--- src/rtl/pipe_ctrl.sv ---
// Hazard/sequencing controller beside decode: load-use stalls, multi-cycle unit
// hold/issue, branch/trap flush, and a stall-cycle performance counter.
module pipe_ctrl #(
  parameter int unsigned XLEN    = 32,
  parameter int unsigned CNT_SAT = 1
) (
  input  logic            clk,
  input  logic            reset_n,
  input  logic            dec_valid_i,
  input  logic            dec_rs1_v_i,
  input  logic [4:0]      dec_rs1_adr_i,
  input  logic            dec_rs2_v_i,
  input  logic [4:0]      dec_rs2_adr_i,
  input  logic            dec_mc_req_i,
  input  logic            exe_load_v_q_i,
  input  logic [4:0]      exe_rd_adr_q_i,
  input  logic            mc_done_i,
  input  logic            branch_v_q_i,
  input  logic            trap_i,
  output logic            stall_o,
  output logic            bubble_o,
  output logic            flush_o,
  output logic            mc_start_o,
  output logic            mc_abort_o,
  output logic            mc_issue_o,
  output logic [XLEN-1:0] stall_cnt_q_o
);

  localparam bit SAT = (CNT_SAT != 0);

  typedef enum logic [1:0] {
    RUN      = 2'd0,
    MC_BUSY  = 2'd1,
    MC_ISSUE = 2'd2
  } state_e;

  state_e state_q, state_d;
  logic   rs1_hit, rs2_hit, lu;

  assign rs1_hit = dec_rs1_v_i && (dec_rs1_adr_i == exe_rd_adr_q_i);
  assign rs2_hit = dec_rs2_v_i && (dec_rs2_adr_i == exe_rd_adr_q_i);
  assign lu      = exe_load_v_q_i && (exe_rd_adr_q_i != 5'd0) && dec_valid_i
                   && (rs1_hit || rs2_hit);

  always_ff @(posedge clk or negedge reset_n) begin
    if (!reset_n) state_q <= RUN;
    else          state_q <= state_d;
  end

  // Next state and combinational controls; everything reads 0 while in reset.
  always_comb begin
    state_d    = state_q;
    stall_o    = 1'b0;
    bubble_o   = 1'b0;
    flush_o    = 1'b0;
    mc_start_o = 1'b0;
    mc_abort_o = 1'b0;
    mc_issue_o = 1'b0;
    if (!reset_n) begin
      state_d = RUN;
    end else begin
      case (state_q)
        RUN: begin
          if (branch_v_q_i || trap_i) begin
            flush_o = 1'b1;
          end else if (dec_valid_i && dec_mc_req_i && !lu) begin
            mc_start_o = 1'b1;
            stall_o    = 1'b1;
            bubble_o   = 1'b1;
            state_d    = MC_BUSY;
          end else if (lu) begin
            stall_o  = 1'b1;
            bubble_o = 1'b1;
          end
        end
        MC_BUSY: begin
          // A branch here is impossible by construction; handled as a trap.
          if (trap_i || branch_v_q_i) begin
            flush_o    = 1'b1;
            mc_abort_o = 1'b1;
            state_d    = RUN;
          end else begin
            stall_o  = 1'b1;
            bubble_o = 1'b1;
            if (mc_done_i) state_d = MC_ISSUE;
          end
        end
        MC_ISSUE: begin
          state_d = RUN;
          if (trap_i || branch_v_q_i) flush_o    = 1'b1;
          else                        mc_issue_o = 1'b1;
        end
        default: state_d = RUN;
      endcase
    end
  end

  // Stall-cycle counter: saturating or wrapping.
  always_ff @(posedge clk or negedge reset_n) begin
    if (!reset_n) begin
      stall_cnt_q_o <= '0;
    end else if (stall_o && !(SAT && (&stall_cnt_q_o))) begin
      stall_cnt_q_o <= stall_cnt_q_o + XLEN'(1);
    end
  end

endmodule

--- config.mk ---
export PLATFORM = sky130hd
export DESIGN_NAME = pipe_ctrl
export DESIGN_NICKNAME = d
export VERILOG_FILES = /design/src/rtl/pipe_ctrl.sv
export SDC_FILE = /design/constraint.sdc
export NUM_CORES = 1
export LEC_CHECK = 0
export CORE_MARGIN = 3
export CORE_UTILIZATION = 46
export CTS_CLUSTER_DIAMETER = 120
export DETAILED_ROUTE_END_ITERATION = 10
export HOLD_SLACK_MARGIN = 0.08
export PLACE_DENSITY = 0.83
export SYNTH_ARGS = -nofsm -noshare
export SYNTH_HDL_FRONTEND = slang
export SYNTH_SLANG_ARGS = --single-unit
--- constraint.sdc ---
create_clock -name clk -period 3.3 [get_ports clk]
set_clock_uncertainty 0.15 [all_clocks]
set_input_delay 0.825 -clock clk [delete_from_list [all_inputs] [get_ports clk]]
set_output_delay 0.825 -clock clk [all_outputs]
set_load 0.02 [all_outputs]
Yosys cells after proc, flatten, opt, wreduce, memory -nomap -nowiden

Cells that the tools add are included.

Output and inout port bits: 38
Word-level logic and storage cells: 50
Memories: 0
Register bits: 34
RAM bits: 0
Bits in latches: 0
Memory bits (read-only): 0

Reductions and logical operators: 17
Mux-type cells: 23
Divide/modulo/power cells: 0
Equal/unequal tests: 7
Bitwise gates (word level): 0
Multipliers: 0
Add/subtract/negate cells: 1
Shift operators: 0
$lt $le $gt $ge: 0

Operator list:

| cell                  | number |
|---|---|
| $add 32x1->32 const B | 1 |
| $reduce_and 32->1     | 1 |
| $mux 1                | 16 |
| $eq 5x5->1            | 2 |
| $mux 2                | 5 |
| $logic_and 1x1->1     | 8 |
| $ne 3x3->1 const B    | 2 |
| $reduce_bool 5->1     | 1 |
| $ne 4x4->1 const B    | 1 |
| $pmux 2 s2            | 1 |
| $reduce_and 3->1      | 1 |
| $reduce_or 3->1       | 1 |
| $eq 2x1->1 const B    | 1 |
| $eq 2x2->1 const B    | 1 |
| $logic_not 1->1       | 2 |
| $logic_not 2->1       | 1 |
| $logic_or 1x1->1      | 2 |
| $pmux 1 s2            | 1 |

Depth between registers and ports, before layout

Gate-level depths: netlist of the first run.

Depth in word-level cells: 11
Depth in mapped cells: 8
Depth with buffers taken out: 7

Least setup slack after synthesis of the first run

OpenSTA, ideal clock, no wires.

Path type: in2out
From: input port branch_v_q_i
To: output port stall_o
Stages on the path: 6
Data arrival time: 2331 ps
Data required time: 2325 ps
Path slack: -6 ps
Cells stage by stage: or4b_1 > buf_2 > or2_2 > o22a_1 > inv_1 > buf_4

Longest elaborated chain between the ends: 4
Elaborated cells between the ends (all ways): 5
Classes of those cells: mux (4); reduce/logical (1)

Ends and longest elaborated chain:

| element                   | RTL line | text |
|---|---|---|
| start: declaration        | 18       | `input logic branch_v_q_i,` |
| $logic_or 1x1->1 *        | 64, 78   |  |
| $mux 1 (on tied branches) | n/a      |  |
| $pmux 1 s2 *              | n/a      |  |
| $mux 1 *                  | n/a      |  |
| end: declaration          | 20       | `output logic stall_o,` |

Every way passes the cells marked *; elsewhere a longest branch is shown, timed or not.

Worst setup path after layout of the first run

From: input port reset_n
To: output port bubble_o

Longest elaborated chain between the ends: 1

Ends and longest elaborated chain:

| element            | RTL line | text |
|---|---|---|
| start: declaration | 8        | `input logic reset_n,` |
| $mux 1             | 59       | `if (!reset_n) begin` |
| end: declaration   | 21       | `output logic bubble_o,` |

Every way passes these cells.

==> results.json, run 1 <==
{
  "status": "finished clean",
  "peakVddDrop_v": 0.0002253,
  "diodes": 0,
  "synth_flop_cell": "dfrtp_1",
  "drv_cap": 0,
  "post_synth_num_cell_types": 35,
  "cts_hold_buffers": 0,
  "dieArea_um2": 4951,
  "p_sw_frac": 0.2525,
  "synthesis.area_um2": 1906,
  "critical_path_class": "in -> out",
  "routedWlPerCell_um": 14.06,
  "finalCritPeriodShare": 0.9812,
  "timing.setup.tns_ns": 0,
  "cts_made_buffers": 5,
  "finalHoldViolCount": 0,
  "fillers": 297,
  "rsz0062_at_grt": "yes",
  "grt_antenna_before_repair": 0,
  "grt_max_degree": 37,
  "p_clk_frac": 0.344,
  "synth_largest_area_cell": "dfrtp_1",
  "ioPinCount": 63,
  "drtIter0Drc": 105,
  "synth_area_leaders": "dfrtp_1, xor2_1, xnor2_1, nand4_1, nor4_4",
  "cp.arrival_ns": 2.26,
  "drive_gt1_frac": 0.1775,
  "p_sw_mw": 0.2324,
  "core_um2": 3826,
  "overflow": 0,
  "htreeDepth": 2,
  "power.internal_mw": 0.6880,
  "ys_seq_area_frac": 0.4465,
  "fmax_ghz": 0.3088,
  "pwr-share-seq": 0.485,
  "ys_seq_elements": 34,
  "synthTopCellsByCount": "dfrtp_1, xor2_1, xnor2_1",
  "die_x_um": 70.36,
  "cellPowerDensity_nw_per_um2": 325.9,
  "start_util": 0.4980,
  "ys_async_sr_fraction": 1.000,
  "slew_headroom": 0.6370,
  "dp.cells": 315,
  "drc": 0,
  "wl_mm": 4.557,
  "gp_congestion": 0.7284,
  "grt_pass1_wl_mm": 7.569,
  "synth_enable_flop_cells": 0,
  "slew_violations": 0,
  "setup_viol": 0,
  "leakage_nw": 1.323,
  "dr.pass1.iters": 4,
  "worstSetupEndpointType": "primary output",
  "synth_most_common_cell": "dfrtp_1",
  "clock_tree.root_cell": "clkbuf_8",
  "clkLatencyLatePin_ns": 0.29,
  "synth_warnings": 0,
  "die_h_um": 70.36,
  "synth_nets": 214,
  "critPathMaxFanout": 2,
  "portBuffers": 62,
  "fin_crit_ns": 3.238,
  "worstMarginPinSlew_ns": 0.5430,
  "row_count": 22,
  "final-instance-count-excl-fill": 324,
  "hp-class": "reg -> reg",
  "synth_cells": 188,
  "grt_usage": 0.1889,
  "avgViaCountPerCell": 5.315,
  "area_growth_pct": 48.19,
  "clock_path_buffers": 2,
  "p_comb_frac": 0.171,
  "synth_top_area_share": 0.4465,
  "nNetsFinal": 301,
  "cts_tree": "done",
  "detail-route-antenna-nets": 0,
  "cts_sinks": 34,
  "worstPathRequired_ns": 2.32,
  "path_clk_slew_ns": 0.06,
  "hpwlAfterDp_mm": 3.446,
  "grt_pass1_vias": 1677,
  "syn_area_per_cell_um2": 10.14,
  "vias": 1722,
  "cp-start-kind": "input pin"
}
-- cell type report --
type | count | area, um2 | share of cell area
clock buffers | 7 | 86.33 | 0.03057
clock inverters | 1 | 5.005 | 0.001772
inverters | 5 | 18.77 | 0.006646
multi-input cells | 144 | 1010 | 0.3576
flip-flops and latches | 34 | 850.8 | 0.3013
well taps | 48 | 60.06 | 0.02127
repair buffers | 85 | 793.3 | 0.2809
-- power groups by stage --
stage                     sequential [mW]  combinational, mW  clock [mW]
final                               0.446              0.158       0.317
after global routing                0.450              0.169       0.341
after CTS                           0.446              0.160       0.323
after detailed placement            0.454              0.158           0
after global placement              0.453              0.155           0
after floorplan                     0.468             0.0439           0
-- registers in the layout (all words and copies together), names as in the netlist --
name,count
stall_cnt_q_o,32
state_q,2
-- layer usage --
metal | track usage | up-vias | wire length (um)
li1 | - | 840 | -
met1 | 0.2414 | 808 | 2001
met2 | 0.3108 | 67 | 2211
met3 | 0.05180 | 7 | 276
met4 | 0.05532 | 0 | 67
met5 | 0 | - | 0
-- logic make-up (layout without fill, tap and decap cells) --
logic type      Yosys count  count (layout)  synth area share
buf+inv                  10              98           0.02692
simple gates             90              90            0.2791
flops                    34              34            0.4465
mux                       2               2           0.01182
compound gates           10              10           0.04071
fa+ha+maj                 1               1          0.006565
xor+xnor                 41              41            0.1884
-- worst max-delay path, cell delays in order --
cell and delay, ns:
dlygate4sd2_1 0.29, or4b_4 0.50, or2_4 0.26, o22a_1 0.19
inv_2 0.09, buf_6 0.12
-- through the flow --
stage / hold WS (ns) / setup WS (ns) / power (mW) / util / area [um2]
final: 0.3380 / 0.06210 / 0.9203 / 0.7381 / 2824
after global routing: 0.3782 / -0.02435 / 0.9596 / 0.7381 / 2824
after CTS: 0.3427 / 0.003683 / 0.9295 / 0.7387 / 2826
after detailed placement: 0.3325 / -0.6546 / 0.6123 / 0.7106 / 2719
after global placement: 0.3259 / -0.6504 / 0.6086 / 0.7106 / 2719
after floorplan: 0.3794 / 0.06094 / 0.5123 / - / 1906
-- what timing repair did --
action	in CTS	in global routing
gates resized for setup	34	7
pin swaps	6	6
endpoints found under the setup margin	6	4
setup buffers	1	0
-- layout by cell type, fill, tap and decap left out, types with 4 or more instances in the layout --
master           count
and3_1               5
inv_1                4
nor3_1              10
xor2_1              24
nand4_1             14
nand2_1             16
nor4_1               4
xnor2_1             17
nor2_1              16
clkdlybuf4s50_1     48
dlygate4sd2_1        5
buf_4               22
clkbuf_8             6
nand3_1              9
dfrtp_1             34
-- path summary, 6_finish.rpt --
kind / from / end / slack (ns) / cells after the start
min reg2reg: stall_cnt_q_o[21] / stall_cnt_q_o[21] / 0.34 / 1
min in group asynchronous: reset_n / stall_cnt_q_o[5] / 0.56 / 2
max: reset_n / bubble_o / 0.06 / 6
max reg2reg: state_q[1] / stall_cnt_q_o[14] / 0.93 / 7
min: stall_cnt_q_o[21] / stall_cnt_q_o[21] / 0.34 / 1
max in group asynchronous: reset_n / stall_cnt_q_o[26] / 2.26 / 2
(Power assumes the default switching activity.)
==> inputs of run 2 (changes only) <==
Settings changed: CORE_UTILIZATION 46 to 39, CTS_BUF_LIST set to sky130_fd_sc_hd__clkbuf_4 sky130_fd_sc_hd__clkbuf_8 sky130_fd_sc_hd__clkbuf_16, PLACE_DENSITY 0.83 to 0.73.
==> run 2 against run 1 <==
Effect of this change: clock-buffer cell count unchanged; wire length is 8.8% higher; sequential power about the same; critical endpoint is now stall_o; register-to-register slack got worse by 0.19 ns; non-clock buffer count up 8.
==> results.json, run 2 (synthesis gave the netlist of run 1 again) <==
{
  "grt_antenna_before_repair": 0,
  "gp_congestion": 0.8251,
  "largest_reg_flops": 32,
  "critical_path_class": "in -> out",
  "cp-start-kind": "input pin",
  "drtIter0Drc": 146,
  "finalHoldViolCount": 0,
  "drive_gt1_frac": 0.2289,
  "worstSetupPathDepth": 8,
  "top_register": "stall_cnt_q_o",
  "fmax_ghz": 0.3084,
  "hp-class": "reg -> reg",
  "avgViaCountPerCell": 5.097,
  "cp_cell_sequence": "buf_6 > or4_4 > o211ai_1 > buf_4 > or2_4 > o22a_1 > inv_2 > buf_6",
  "die_x_um": 75.90,
  "path_delay_family": "simple AND/OR/NAND/NOR gates",
  "fin_util": 0.6730,
  "final_common_cell": "clkdlybuf4s50_1",
  "worstSetupEndpointType": "primary output",
  "drc": 0,
  "dieArea_um2": 5761,
  "cellPowerDensity_nw_per_um2": 306.9,
  "rr_worst_depth": 6,
  "fillers": 375,
  "ioPinCount": 63,
  "cts_hold_buffers": 0,
  "path_buf_inv": 4,
  "reg_top3": "stall_cnt_q_o (32), state_q (2)",
  "diodes": 0,
  "hpwlAfterDp_mm": 3.610,
  "slowest_delay_ns": 0.51,
  "worstMarginPinSlew_ns": 0.6437,
  "critPathMostFrequentCell": "buf_6",
  "slowest_stage": "or4_4",
  "drv_cap": 0,
  "finalCritPeriodShare": 0.9826,
  "cp.arrival_ns": 2.27,
  "clkLatencyLatePin_ns": 0.28,
  "cts_tree": "done",
  "fin_crit_ns": 3.243,
  "cts_sinks": 34,
  "row_count": 24,
  "worstPathRequired_ns": 2.32,
  "slew_violations": 0,
  "rsz0062_at_grt": "yes",
  "core_um2": 4534,
  "htreeDepth": 2,
  "cts_made_buffers": 5,
  "detail-route-antenna-nets": 0,
  "slew_headroom": 0.5697,
  "area_growth_pct": 60.14,
  "wl_mm": 4.957,
  "critPathMaxFanout": 3,
  "setup_slack_ns": 0.05728,
  "multi_input_area_um2": 1101,
  "setup_viol": 0,
  "clock_tree.root_cell": "clkbuf_8",
  "regArea_um2": 850.8,
  "grt_usage": 0.1685,
  "dp_slack_ns": -0.6532,
  "nNetsFinal": 309,
  "r2r_setup_slack_ns": 0.74,
  "overflow": 0,
  "path_clk_slew_ns": 0.07,
  "layout_common_cells": "clkdlybuf4s50_1, dfrtp_1, buf_4",
  "die_h_um": 75.90,
  "portBuffers": 62,
  "status": "finished clean",
  "grt_pass1_vias": 1753,
  "routedWlPerCell_um": 14.20,
  "start_util": 0.4203,
  "leakage_nw": 1.507,
  "dr.pass1.iters": 4,
  "clock_path_buffers": 2,
  "grt_pass1_wl_mm": 8.031,
  "grt_max_degree": 37,
  "holdPathStages": 1,
  "vias": 1779,
  "peakVddDrop_v": 0.0001818
}
[run 2: cell count changes in the layout (fill, tap and decap cells not counted), sizes merged]
cell / delta
buf: +8
clkdlybuf4s50: -5
dlymetal6s2s: +5
[run 2: final timing paths]
| path | startpoint | end |
|---|---|---|
| setup / recovery | exe_rd_adr_q_i[4] | stall_o |
| hold / removal | stall_cnt_q_o[21] | stall_cnt_q_o[21] |
| setup reg to reg | stall_cnt_q_o[9] | stall_cnt_q_o[1] |
| hold reg to reg | stall_cnt_q_o[21] | stall_cnt_q_o[21] |
| max in group asynchronous | reset_n | stall_cnt_q_o[2] |
| min in group asynchronous | reset_n | stall_cnt_q_o[5] |
[run 2: power by group]
group / switching (mW) / internal, mW / total, mW / leakage [nW]
clock: 0.144 / 0.176 / 0.320 / 0.0517
sequential: 0.0157 / 0.430 / 0.446 / 0.451
combinational: 0.0729 / 0.0972 / 0.170 / 1.00
total: 0.233 / 0.704 / 0.937 / 1.51
[run 2: worst register-to-register path: stages (launching register included)]
cell	delay [ns]
dfrtp_1	0.46
nand4_1	0.32
nor3_1	0.49
nand4_1	0.29
nand3_4	0.24
buf_4	0.18
mux2_2	0.33
[run 2: layout make-up]
cell class / instances / area share
Multi-Input combinational cell: 144 / 0.3608
Timing Repair Buffer: 93 / 0.2964
Sequential cell: 34 / 0.2788
Clock buffer: 7 / 0.02952
Tap cell: 65 / 0.02665
Inverter: 5 / 0.006150
Clock inverter: 1 / 0.001640
[run 2: what timing repair did]
item,CTS,global route
setup endpoints to repair,6,26
pin swaps,9,14
resized for setup,40,26
setup buffers,7,1
gates cloned,0,1
[run 2: metal layers]
layer / part of all wire / vias to the layer above / wire length (um) / GRT usage
li1: - / 855 / - / -
met1: 0.43 / 859 / 2147 / 0.2015
met2: 0.49 / 59 / 2440 / 0.2872
met3: 0.059 / 6 / 294 / 0.05569
met4: 0.015 / 0 / 76 / 0.05254
met5: 0 / - / 0 / 0
[run 2: metrics by stage]
step | hold slack, ns | power, mW | instance area, um2 | setup TNS (ns) | instances
CTS | 0.3498 | 0.9433 | 2908 | -0.005734 | 347
detailed placement | 0.3318 | 0.6151 | 2740 | -3.379 | 332
global placement | 0.3328 | 0.6108 | 2740 | -3.237 | 332
global route | 0.3670 | 0.9782 | 3052 | -0.05265 | 349
finish | 0.3431 | 0.9367 | 3052 | 0 | 349
floorplan | 0.3794 | 0.5123 | 1906 | 0 | 188
==> inputs of run 3 (changes only) <==
Settings changed: PLACE_DENSITY 0.73 to 0.76.
Clock period 3.3 ns to 2.9 ns, I/O delays scaled along.
==> run 3 against run 2 <==
Effect of this change: the run now ends with negative setup slack left; worst hold slack worse by 0.077 ns; die area unchanged; critical path depth fell by 2; wire length decreased by 2.8%; global-route usage decreased by 0.31 points; clock-buffer cell count is 2 lower; final cell count grew 0.86%; combinational power rose by 11%.
==> results.json, run 3 (synthesis gave the netlist of run 1 again) <==
{
  "status": "complete, but fails checks",
  "failed_checks": "negative setup slack",
  "rsz0062_at_grt": "yes",
  "hpwlAfterDp_mm": 3.567,
  "dr.pass1.iters": 4,
  "final_common_cell": "clkdlybuf4s50_1",
  "avgViaCountPerCell": 5.037,
  "top_register": "stall_cnt_q_o",
  "diodes": 0,
  "path_clk_slew_ns": 0.07,
  "row_count": 24,
  "drv_cap": 0,
  "die_h_um": 75.90,
  "gp_congestion": 0.8199,
  "cts_hold_buffers": 0,
  "drc": 0,
  "die_x_um": 75.90,
  "p_sw_frac": 0.2412,
  "routedWlPerCell_um": 13.68,
  "area_growth_pct": 56.01,
  "core_um2": 4534,
  "worstMarginPinSlew_ns": 0.4494,
  "cts_sinks": 34,
  "cp.arrival_ns": 2.10,
  "clock_tree.root_cell": "clkbuf_8",
  "drive_gt1_frac": 0.2404,
  "clock_path_buffers": 2,
  "placed_cell_area_um2": 2793,
  "grt_usage": 0.1654,
  "p_comb_frac": 0.168,
  "htreeDepth": 2,
  "reg_top3": "stall_cnt_q_o (32), state_q (2)",
  "power.internal_mw": 0.8482,
  "grt_antenna_before_repair": 0,
  "p_sw_mw": 0.2697,
  "worstPathRequired_ns": 2.03,
  "grt_pass1_wl_mm": 7.955,
  "portBuffers": 62,
  "nNetsFinal": 312,
  "worstSetupEndpointType": "primary output",
  "hp-class": "in -> async",
  "start_util": 0.4203,
  "ioPinCount": 63,
  "wl_mm": 4.817,
  "drtIter0Drc": 65,
  "grt_pass1_vias": 1726,
  "setup_viol": 3,
  "setup_slack_ns": -0.07558,
  "largest_reg_flops": 32,
  "vias": 1773,
  "slew_headroom": 0.6999,
  "cp-start-kind": "input pin",
  "layout_common_cells": "clkdlybuf4s50_1, buf_4, dfrtp_1",
  "finalHoldViolCount": 0,
  "clkLatencyLatePin_ns": 0.28,
  "hold_ws_ns": 0.2664,
  "grt_max_degree": 37,
  "cellPowerDensity_nw_per_um2": 376.0,
  "critPathMaxFanout": 2,
  "cts_tree": "done",
  "finish.instance_area_um2": 2973,
  "p_clk_frac": 0.374,
  "leakage_nw": 1.402,
  "cts_made_buffers": 5,
  "overflow": 0,
  "fmax_ghz": 0.3361,
  "detail-route-antenna-nets": 0,
  "pwr-share-seq": 0.458,
  "dieArea_um2": 5761,
  "fin_crit_ns": 2.976,
  "peakVddDrop_v": 0.0003171,
  "power.total_mw": 1.118,
  "critical_path_class": "in -> out",
  "finalCritPeriodShare": 1.026,
  "slew_violations": 0
}
==> run 3: cell types whose count changed in the layout (fill, tap and decap cells not counted), sizes merged <==
cell	delta
clkinv	+1
dlymetal6s2s	-5
buf	+5
dlygate4sd2	+6
clkdlybuf4s50	-5
bufinv	+1
clkbuf	-1
clkdlybuf4s15	+1
==> run 3: repair_timing <==
item | CTS | global route
setup endpoints to repair | 6 | 24
gates resized for setup | 49 | 12
setup buffers | 4 | 4
pin swaps | 16 | 17
==> run 3: final cells by class <==
| cell class | count | area [um2] |
|---|---|---|
| sequential | 34 | 850.8 |
| timing repair buffer | 96 | 862.1 |
| inverter | 5 | 21.27 |
| fill | 371 | 1562 |
| tap | 65 | 81.33 |
| multi-input combinational | 144 | 1049 |
| clock inverter | 3 | 40.04 |
| clock buffer | 5 | 68.82 |
==> run 3: per-stage QoR <==
step,setup TNS [ns],std cells,util,setup slack [ns]
after floorplan,-0.01968,188,-,-0.01968
after global placement,-6.428,336,0.6159,-0.7888
after detailed placement,-8.137,336,0.6159,-0.8118
after CTS,-0.2663,348,0.6438,-0.1120
after global routing,-0.4147,352,0.6556,-0.1250
final,-0.1946,352,0.6556,-0.07558
==> run 3: critical path, stage by stage <==
cell	delay, ns
clkdlybuf4s15_1	0.18
or4b_4	0.53
or2_4	0.27
o22a_4	0.23
inv_4	0.06
buf_6	0.11
==> run 3: per-layer routing <==
metal,global-route usage,vias up,wire length [um]
li1,-,863,-
met1,0.2172,850,2068
met2,0.2660,53,2416
met3,0.04858,7,267
met4,0.04710,0,64
met5,0,-,0
==> run 3: worst paths after layout <==
| path | from | endpoint | slack [ns] | cells after the start |
|---|---|---|---|---|
| max in group asynchronous | reset_n | stall_cnt_q_o[13] | 2.15 | 2 |
| worst max-delay path | branch_v_q_i | stall_o | -0.08 | 6 |
| worst min register to register | stall_cnt_q_o[25] | stall_cnt_q_o[25] | 0.34 | 1 |
| worst max register to register | stall_cnt_q_o[0] | stall_cnt_q_o[30] | 0.58 | 7 |
| worst min-delay path | reset_n | state_q[0] | 0.27 | 2 |
| min in group clk | stall_cnt_q_o[25] | stall_cnt_q_o[25] | 0.34 | 1 |
==> run 3: power by group through the flow <==
stage | clock network [mW] | logic, mW | registers, mW
after floorplan | 0 | 0.0529 | 0.533
after global placement | 0 | 0.177 | 0.520
after detailed placement | 0 | 0.181 | 0.519
after CTS | 0.428 | 0.180 | 0.510
after global routing | 0.445 | 0.202 | 0.513
final | 0.418 | 0.188 | 0.512
